[src/rtl/operand_fetch_pkg.sv]
// Shared types and default sizing for the operand-fetch stage.
package operand_fetch_pkg;

    localparam int unsigned OF_REG_COUNT  = 32;
    localparam int unsigned OF_REG_WIDTH  = 32;
    localparam int unsigned OF_META_WIDTH = 16;
    localparam int unsigned OF_ADDR_WIDTH = $clog2(OF_REG_COUNT);

    typedef logic [OF_ADDR_WIDTH-1:0] reg_addr_t;
    typedef logic [OF_REG_WIDTH-1:0]  reg_data_t;
    typedef logic [OF_META_WIDTH-1:0] meta_t;

    typedef struct packed {
        reg_addr_t rs1;
        reg_addr_t rs2;
        meta_t     meta;
    } fetch_slot_t;

endpackage

[src/rtl/operand_bypass.sv]
// Per-operand writeback compare/select used by operand_fetch when
// OPERAND_FETCH_BYPASS_EN is defined.
module operand_bypass
    import operand_fetch_pkg::*;
#(
    parameter int unsigned AW = OF_ADDR_WIDTH,
    parameter int unsigned DW = OF_REG_WIDTH
) (
    input  logic          wb_en,
    input  logic [AW-1:0] wb_addr,
    input  logic [DW-1:0] wb_data,
    input  logic [AW-1:0] rd_addr,
    input  logic [AW-1:0] a_addr,
    input  logic [AW-1:0] b_addr,
    input  logic [DW-1:0] rf_data,
    input  logic          fwd_en,
    input  logic [DW-1:0] fwd_data,
    output logic          rd_hit,
    output logic          b_hit,
    output logic [DW-1:0] a_data
);

    // A write landing this cycle beats a captured forward, which beats stale RF data.
    always_comb begin
        rd_hit = wb_en && (wb_addr == rd_addr);
        b_hit  = wb_en && (wb_addr == b_addr);
        a_data = rf_data;
        if (wb_en && (wb_addr == a_addr)) begin
            a_data = wb_data;
        end else if (fwd_en) begin
            a_data = fwd_data;
        end
    end

endmodule

[src/rtl/operand_fetch.sv]
// Operand fetch stage: issues register-file reads, aligns the 1-cycle read
// data with its instruction and hands operands to execute.
// Optional feature macro: OPERAND_FETCH_BYPASS_EN (writeback forwarding).
module operand_fetch
    import operand_fetch_pkg::*;
#(
    parameter int unsigned REG_COUNT  = OF_REG_COUNT,
    parameter int unsigned REG_WIDTH  = OF_REG_WIDTH,
    parameter int unsigned META_WIDTH = OF_META_WIDTH,
    localparam int unsigned AW        = $clog2(REG_COUNT)
) (
    input  logic                  clk_i,
    input  logic                  reset_ni,
    input  logic                  in_valid_i,
    output logic                  in_ready_o,
    input  logic [AW-1:0]         in_rs1_i,
    input  logic [AW-1:0]         in_rs2_i,
    input  logic [META_WIDTH-1:0] in_meta_i,
    output logic [AW-1:0]         rf_addr_1_o,
    output logic [AW-1:0]         rf_addr_2_o,
    input  logic [REG_WIDTH-1:0]  rf_data_1_i,
    input  logic [REG_WIDTH-1:0]  rf_data_2_i,
    input  logic                  wb_en_i,
    input  logic [AW-1:0]         wb_addr_i,
    input  logic [REG_WIDTH-1:0]  wb_data_i,
    output logic                  rf_wr_en_o,
    output logic [AW-1:0]         rf_addr_3_o,
    output logic [REG_WIDTH-1:0]  rf_wr_data_o,
    output logic                  out_valid_o,
    input  logic                  out_ready_i,
    output logic [REG_WIDTH-1:0]  out_op1_o,
    output logic [REG_WIDTH-1:0]  out_op2_o,
    output logic [META_WIDTH-1:0] out_meta_o
);

    typedef struct packed {
        logic [AW-1:0]         rs1;
        logic [AW-1:0]         rs2;
        logic [META_WIDTH-1:0] meta;
    } slot_t;

    slot_t                 a_q;
    logic                  a_valid_q;
    logic                  b_valid_q;
    logic [REG_WIDTH-1:0]  b_op1_q, b_op2_q;
    logic [META_WIDTH-1:0] b_meta_q;
    logic [REG_WIDTH-1:0]  op1_sel, op2_sel;
    logic                  b_free, a_adv, in_fire;

    assign b_free      = ~b_valid_q | out_ready_i;
    assign a_adv       = a_valid_q & b_free;
    assign in_ready_o  = ~a_valid_q | b_free;
    assign in_fire     = in_valid_i & in_ready_o;

    // A stalled slot keeps re-reading its own sources so read data stays current.
    assign rf_addr_1_o = in_fire ? in_rs1_i : a_q.rs1;
    assign rf_addr_2_o = in_fire ? in_rs2_i : a_q.rs2;

    assign rf_wr_en_o   = wb_en_i;
    assign rf_addr_3_o  = wb_addr_i;
    assign rf_wr_data_o = wb_data_i;

    assign out_valid_o = b_valid_q;
    assign out_op1_o   = b_op1_q;
    assign out_op2_o   = b_op2_q;
    assign out_meta_o  = b_meta_q;

`ifdef OPERAND_FETCH_BYPASS_EN
    logic                 fwd1_q, fwd2_q;
    logic [REG_WIDTH-1:0] fwd_data1_q, fwd_data2_q;
    logic [AW-1:0]        b_rs1_q, b_rs2_q;
    logic                 rd_hit1, rd_hit2, b_hit1, b_hit2;

    operand_bypass #(.AW(AW), .DW(REG_WIDTH)) u_bypass_1 (
        .wb_en    (wb_en_i),
        .wb_addr  (wb_addr_i),
        .wb_data  (wb_data_i),
        .rd_addr  (rf_addr_1_o),
        .a_addr   (a_q.rs1),
        .b_addr   (b_rs1_q),
        .rf_data  (rf_data_1_i),
        .fwd_en   (fwd1_q),
        .fwd_data (fwd_data1_q),
        .rd_hit   (rd_hit1),
        .b_hit    (b_hit1),
        .a_data   (op1_sel)
    );

    operand_bypass #(.AW(AW), .DW(REG_WIDTH)) u_bypass_2 (
        .wb_en    (wb_en_i),
        .wb_addr  (wb_addr_i),
        .wb_data  (wb_data_i),
        .rd_addr  (rf_addr_2_o),
        .a_addr   (a_q.rs2),
        .b_addr   (b_rs2_q),
        .rf_data  (rf_data_2_i),
        .fwd_en   (fwd2_q),
        .fwd_data (fwd_data2_q),
        .rd_hit   (rd_hit2),
        .b_hit    (b_hit2),
        .a_data   (op2_sel)
    );

    // Capture writes that race this cycle's read; re-evaluated every cycle because the
    // next read (same addresses while A stalls) already sees anything written earlier.
    always_ff @(posedge clk_i or negedge reset_ni) begin
        if (!reset_ni) begin
            fwd1_q      <= 1'b0;
            fwd2_q      <= 1'b0;
            fwd_data1_q <= '0;
            fwd_data2_q <= '0;
        end else begin
            fwd1_q      <= rd_hit1;
            fwd2_q      <= rd_hit2;
            fwd_data1_q <= wb_data_i;
            fwd_data2_q <= wb_data_i;
        end
    end
`else
    assign op1_sel = rf_data_1_i;
    assign op2_sel = rf_data_2_i;
`endif

    // Slot A: instruction whose register-file read is in flight.
    always_ff @(posedge clk_i or negedge reset_ni) begin
        if (!reset_ni) begin
            a_valid_q <= 1'b0;
            a_q       <= '0;
        end else if (in_fire) begin
            a_valid_q <= 1'b1;
            a_q       <= '{rs1: in_rs1_i, rs2: in_rs2_i, meta: in_meta_i};
        end else if (a_adv) begin
            a_valid_q <= 1'b0;
        end
    end

    // Slot B: operands presented to execute; snoops writeback while held.
    always_ff @(posedge clk_i or negedge reset_ni) begin
        if (!reset_ni) begin
            b_valid_q <= 1'b0;
            b_op1_q   <= '0;
            b_op2_q   <= '0;
            b_meta_q  <= '0;
`ifdef OPERAND_FETCH_BYPASS_EN
            b_rs1_q   <= '0;
            b_rs2_q   <= '0;
`endif
        end else if (a_adv) begin
            b_valid_q <= 1'b1;
            b_op1_q   <= op1_sel;
            b_op2_q   <= op2_sel;
            b_meta_q  <= a_q.meta;
`ifdef OPERAND_FETCH_BYPASS_EN
            b_rs1_q   <= a_q.rs1;
            b_rs2_q   <= a_q.rs2;
`endif
        end else begin
            if (out_ready_i) begin
                b_valid_q <= 1'b0;
            end
`ifdef OPERAND_FETCH_BYPASS_EN
            if (b_valid_q && !out_ready_i) begin
                if (b_hit1) b_op1_q <= wb_data_i;
                if (b_hit2) b_op2_q <= wb_data_i;
            end
`endif
        end
    end

endmodule
[config.mk]
export PLATFORM = sky130hd
export DESIGN_NAME = operand_fetch
export DESIGN_NICKNAME = d
export VERILOG_FILES = /design/src/rtl/operand_fetch_pkg.sv /design/src/rtl/operand_bypass.sv /design/src/rtl/operand_fetch.sv
export SDC_FILE = /design/constraint.sdc
export NUM_CORES = 1
export LEC_CHECK = 0
export BUFFER_PORTS_ARGS = -buffer_cell sky130_fd_sc_hd__buf_2
export CELL_PAD_IN_SITES_DETAIL_PLACEMENT = 1
export CELL_PAD_IN_SITES_GLOBAL_PLACEMENT = 2
export CORE_MARGIN = 2
export CORE_UTILIZATION = 29
export DETAILED_ROUTE_END_ITERATION = 12
export PLACE_DENSITY = 0.88
export SLEW_MARGIN = 20
export SYNTH_ARGS = -nofsm -noshare
export SYNTH_HDL_FRONTEND = slang
export SYNTH_SLANG_ARGS = --single-unit
[constraint.sdc]
create_clock -name clk_i -period 1.9 [get_ports clk_i]
set_clock_uncertainty 0.05 [all_clocks]
set_input_delay 0.285 -clock clk_i [delete_from_list [all_inputs] [get_ports clk_i]]
set_output_delay 0.285 -clock clk_i [all_outputs]
set_load 0.02 [all_outputs]
Word level (Yosys, flattened, before mapping)
Cells that the tools add are included.
- flip-flop bits (word level): 108
- input bits: 132
- output and inout port bits: 130
- logic and storage cells: 22
- muxes and demuxes: 6
- reductions and logical operators: 2
- bitwise gates (word level): 6
- operators with widths (cell ; number):
    $mux 5 ; 2
    $mux 1 ; 4
    $reduce_bool 2->1 ; 2
    $and 1x1->1 ; 2
    $not 1->1 ; 2
    $or 1x1->1 ; 2

Longest topological paths before layout
- depth in word-level cells: 5
- mapped depth: 4
- depth with buffers taken out: 3

Least setup slack after synthesis
OpenSTA, ideal clock, no wires.
- path kind: flip-flop to output port
- start point: reg b_valid_q (netlist: out_valid_o)
- end point: out rf_addr_1_o[0]
- path buffers: 1
- path slack: 0.228 ns
- arrival time: 1.337 ns
- required time: 1.565 ns
- stages on the path, launching flop included: 5
- cell sequence: dfrtp_1 nand3b_4 nand2_8 buf_12 mux2_4
- word-level cells in the longest chain between the ends: 5
- RTL lines (what ; line ; text):
    start: declaration ; operand_fetch.sv:44 ; logic b_valid_q;
    start signal: assignment ; operand_fetch.sv:140 ; b_valid_q <= 1'b0;
    start signal: assignment ; operand_fetch.sv:149 ; b_valid_q <= 1'b1;
    start signal: assignment ; operand_fetch.sv:159 ; b_valid_q <= 1'b0;
    $not 1->1 ; operand_fetch.sv:50 ; assign b_free = ~b_valid_q | out_ready_i;
    $or 1x1->1 ; operand_fetch.sv:50 ;
    $or 1x1->1 ; operand_fetch.sv:52 ; assign in_ready_o = ~a_valid_q | b_free;
    named net in_ready_o ; operand_fetch.sv:15 ; output logic in_ready_o,
    $and 1x1->1 ; operand_fetch.sv:53 ; assign in_fire = in_valid_i & in_ready_o;
    $mux 5 ; operand_fetch.sv:56 ; assign rf_addr_1_o = in_fire ? in_rs1_i : a_q.rs1;
    end: declaration ; operand_fetch.sv:19 ; output logic [AW-1:0] rf_addr_1_o,
The timed path passes the listed nets, and every way through them passes these cells.

Final worst setup path
- start point: reg a_valid_q
- end point: out rf_addr_2_o[3]
- word-level cells in the longest chain between the ends: 4
- RTL lines (what ; line ; text):
    start: declaration ; operand_fetch.sv:43 ; logic a_valid_q;
    start signal: assignment ; operand_fetch.sv:127 ; a_valid_q <= 1'b0;
    start signal: assignment ; operand_fetch.sv:130 ; a_valid_q <= 1'b1;
    start signal: assignment ; operand_fetch.sv:133 ; a_valid_q <= 1'b0;
    $not 1->1 ; operand_fetch.sv:52 ;
    $or 1x1->1 ; operand_fetch.sv:52 ;
    $and 1x1->1 ; operand_fetch.sv:53 ;
    $mux 5 ; operand_fetch.sv:57 ; assign rf_addr_2_o = in_fire ? in_rs2_i : a_q.rs2;
    end: declaration ; operand_fetch.sv:20 ; output logic [AW-1:0] rf_addr_2_o,
No other way between the ends.

==> results.md <==
* ANT cells at 0
* Unrepaired setup endpoints after global routing: true
* Slowest stage delay, CP at 0.42 ns
* Drt pass-1 iters at 3
* CP delay by family, top: flip-flops
* Chip Width at 134 um
* Crit path from: a_valid_q$_DFFE_PN0P_
* Gr usage total at 0.121
* NumNets Final at 570
* Gp weighted congestion at 0.755
* P per Cell Area at 1110 mW/mm^2
* HP Class: in -> reg
* CP Data Required Time at 1.56 ns
* # rows at 47
* CP Launch Type: register
* Area grow syn2layout at 25.6%
* Initial core utilization at 0.297
* R2R cell count at 5
* Largest family of logic cells by synthesized area: multiplexers
* Largest net degree at the start of global routing at 58
* Placed instance area at 0.00577 sq mm
* Post-Synth Adder-Cell Area at 0
* Synthesized area at 0.00493 sq mm
* R2r setup slk at 0.28 ns
* Fraction of final layout cells with drive strength greater than 1 at 0.752
* Dominant cells by area after synthesis: dfrtp_1, mux2_4, buf_4, buf_6, mux2_2
* Critical path cell sequence: nand3b_4 -> nand2_8 -> mux2_4 -> buf_2
* Synth Area in Simple Gates at 0.0147
* Clock tree buffer depth at 2
* Max H-tree Level at 3
* Synth Area in Compound Gates at 0
* Critical path class: reg -> out
* XOR/XNOR share of the synthesized area at 0
* Hold Crit Start: rf_data_1_i[21]
* Via count at 2,789
* Core Region at 0.0166 sq mm
* Most frequent cell after synthesis: mux2_4
* Hold depth at 2
* Fin. Hold Viols at 0
* Post-route ant nets at 0
* Post-synthesis mux area share at 0.349
* Crit end category: output pin
* Mapped Cells at 279
* Buffers on Ports at 185
* Leak at 3.22 nW
* CTS tree: done
* Iter 0 DRT Violations at 59
* Synth unique cells at 11
* RR Endpoint: out_op2_o[24]$_DFFE_PN0P_
* Design area at 0.00619 sq mm
* Wirelength, routed at 10,800 um
* Max VDD drop at 477 uV
* Syn_area_per_cell at 17.7 sq um
* Root buf cell: clkbuf_16
* #FFs+latches synth at 108
* Final Setup Violations at 0
* FFs w/ async S/R, synth at 1.00
* Status: finished, final reports clean
* Hold worst-path end: out_op1_o[21]$_DFFE_PN0P_
* Pins Over Slew Limit at 0
* Synth top cells by count: mux2_4, dfrtp_1, buf_4
* Routed WL per cell at 16.4 um
* Worst skew pair latency at 0.35 ns
* Yosys top cell area share at 0.548
* Die Y at 134 um
* IO Pins at 262
* Slew Limit Headroom at 0.705
* Setup WS post-layout at 0.0370 ns
* Fmax at 537 MHz
* Max-cap viol count at 0
* Total grt overflow at 0
* Clk sinks at 108
* DRC viols at 0
* Vias in the first global route at 3,129
* Syn nets at 411
* First-pass GRT wire length at 17,200 um
* Arrival time worst endpoint at 1.53 ns
* Crit path max fanout at 6
* Initial antenna violation count at 0
* Reg clk slew, reported paths at 0.08 ns
* Period minus WS final at 1.86 ns
* Most used DFF post-synth: dfrtp_1
* Worst slew pin tran at 0.442 ns
* Post-synthesis sequential area ratio at 0.548
* Final period utilization at 0.981
* Post-synth EDFFs at 0
* Die Area at 0.0181 sq mm
* Vias per inst at 4.21
* Post-synth top area cell: dfrtp_1
* Number of synthesis warnings at 0
* CTS buffer count at 9
* Buffers & Inverters on Critical Path at 1
* Post-place setup slack at 0.236 ns
* Crit path max-delay cell type: dfrtp_2
* Hpwl dp at 7830 um
* RR Startpoint: out_valid_o$_DFFE_PN0P_
[routing by layer]
metal / vias up / part of all wire / track usage
li1: 1238 / - / -
met1: 1400 / 0.42 / 0.150
met2: 132 / 0.48 / 0.195
met3: 19 / 0.089 / 0.0412
met4: 0 / 0.015 / 0.0474
met5: - / 0 / 0
[area by class of cell]
cell class | instances | area (sq um)
Clock buffer | 11 | 253
Clock inverter | 5 | 67.6
Fill cell | 1772 | 10400
Multi-Input combinational cell | 124 | 1820
Sequential cell | 108 | 2700
Tap cell | 220 | 275
Timing Repair Buffer | 195 | 1070
[sequential cells by signal, summed over array words and instances (netlist names)]
| name | count |
|---|---|
| out_op2_o | 32 |
| a_valid_q | 1 |
| out_valid_o | 1 |
| out_meta_o | 16 |
| a_q | 26 |
| out_op1_o | 32 |
[placed cells by master, fill, tap and decap left out, drive strengths merged]
master / n
inv: 1
nand2b: 3
nand3b: 1
mux2: 116
clkinv: 3
clkbuf: 11
dlygate4sd3: 1
bufinv: 1
buf: 194
nand2: 4
dfrtp: 108
[where the power goes]
part	leakage (nW)	switching [mW]	internal (mW)
Combinational	1.81	0.972	0.999
Clock	0.158	0.873	1.11
Sequential	1.26	0.241	2.71
[worst max-delay path by stage]
stage	endpoint	slack, ns	cells after the start
global placement	a_q[7]$_DFFE_PN0P_	0.29	5
floorplan	rf_addr_1_o[0]	0.23	4
CTS	rf_addr_2_o[3]	0.01	4
detailed placement	a_q[3]$_DFFE_PN0P_	0.24	5
global route	rf_addr_2_o[3]	-0.01	4
finish	rf_addr_2_o[3]	0.04	4
[through the flow]
step | utilization | hold WS [ns] | instances | TNS (ns) | power (mW)
2_1_floorplan | - | -0.0606 | 279 | 0 | 4.39
3_3_place_gp | 0.348 | 0.203 | 640 | 0 | 4.87
3_5_place_dp | 0.348 | 0.220 | 640 | 0 | 4.94
4_1_cts | 0.371 | 0.0914 | 662 | 0 | 6.99
5_1_grt | 0.373 | 0.0904 | 663 | -0.0124 | 7.23
6_report | 0.373 | 0.113 | 663 | 0 | 6.90
[worst register-to-register path, stage by stage, from the launching register on]
cell,delay [ns]
dfrtp_1,0.40
buf_4,0.14
nand2b_2,0.08
nand2_4,0.15
buf_12,0.30
mux2_4,0.38
[logic make-up (layout without fill, tap and decap cells)]
| group | Yosys count | after routing |
|---|---|---|
| buf+inv | 49 | 211 |
| simple gates | 6 | 8 |
| mux | 116 | 116 |
| flops | 108 | 108 |
[timing repair]
action,CTS,global route
endpoints found under the setup margin,10,8
hold buffers,1,0
resized for setup,2,9
hold endpoints to repair,30,0
setup buffers,3,1
pin swaps,1,0
cloned,2,0
No activity file was read; power rests on OpenSTA's default activity.
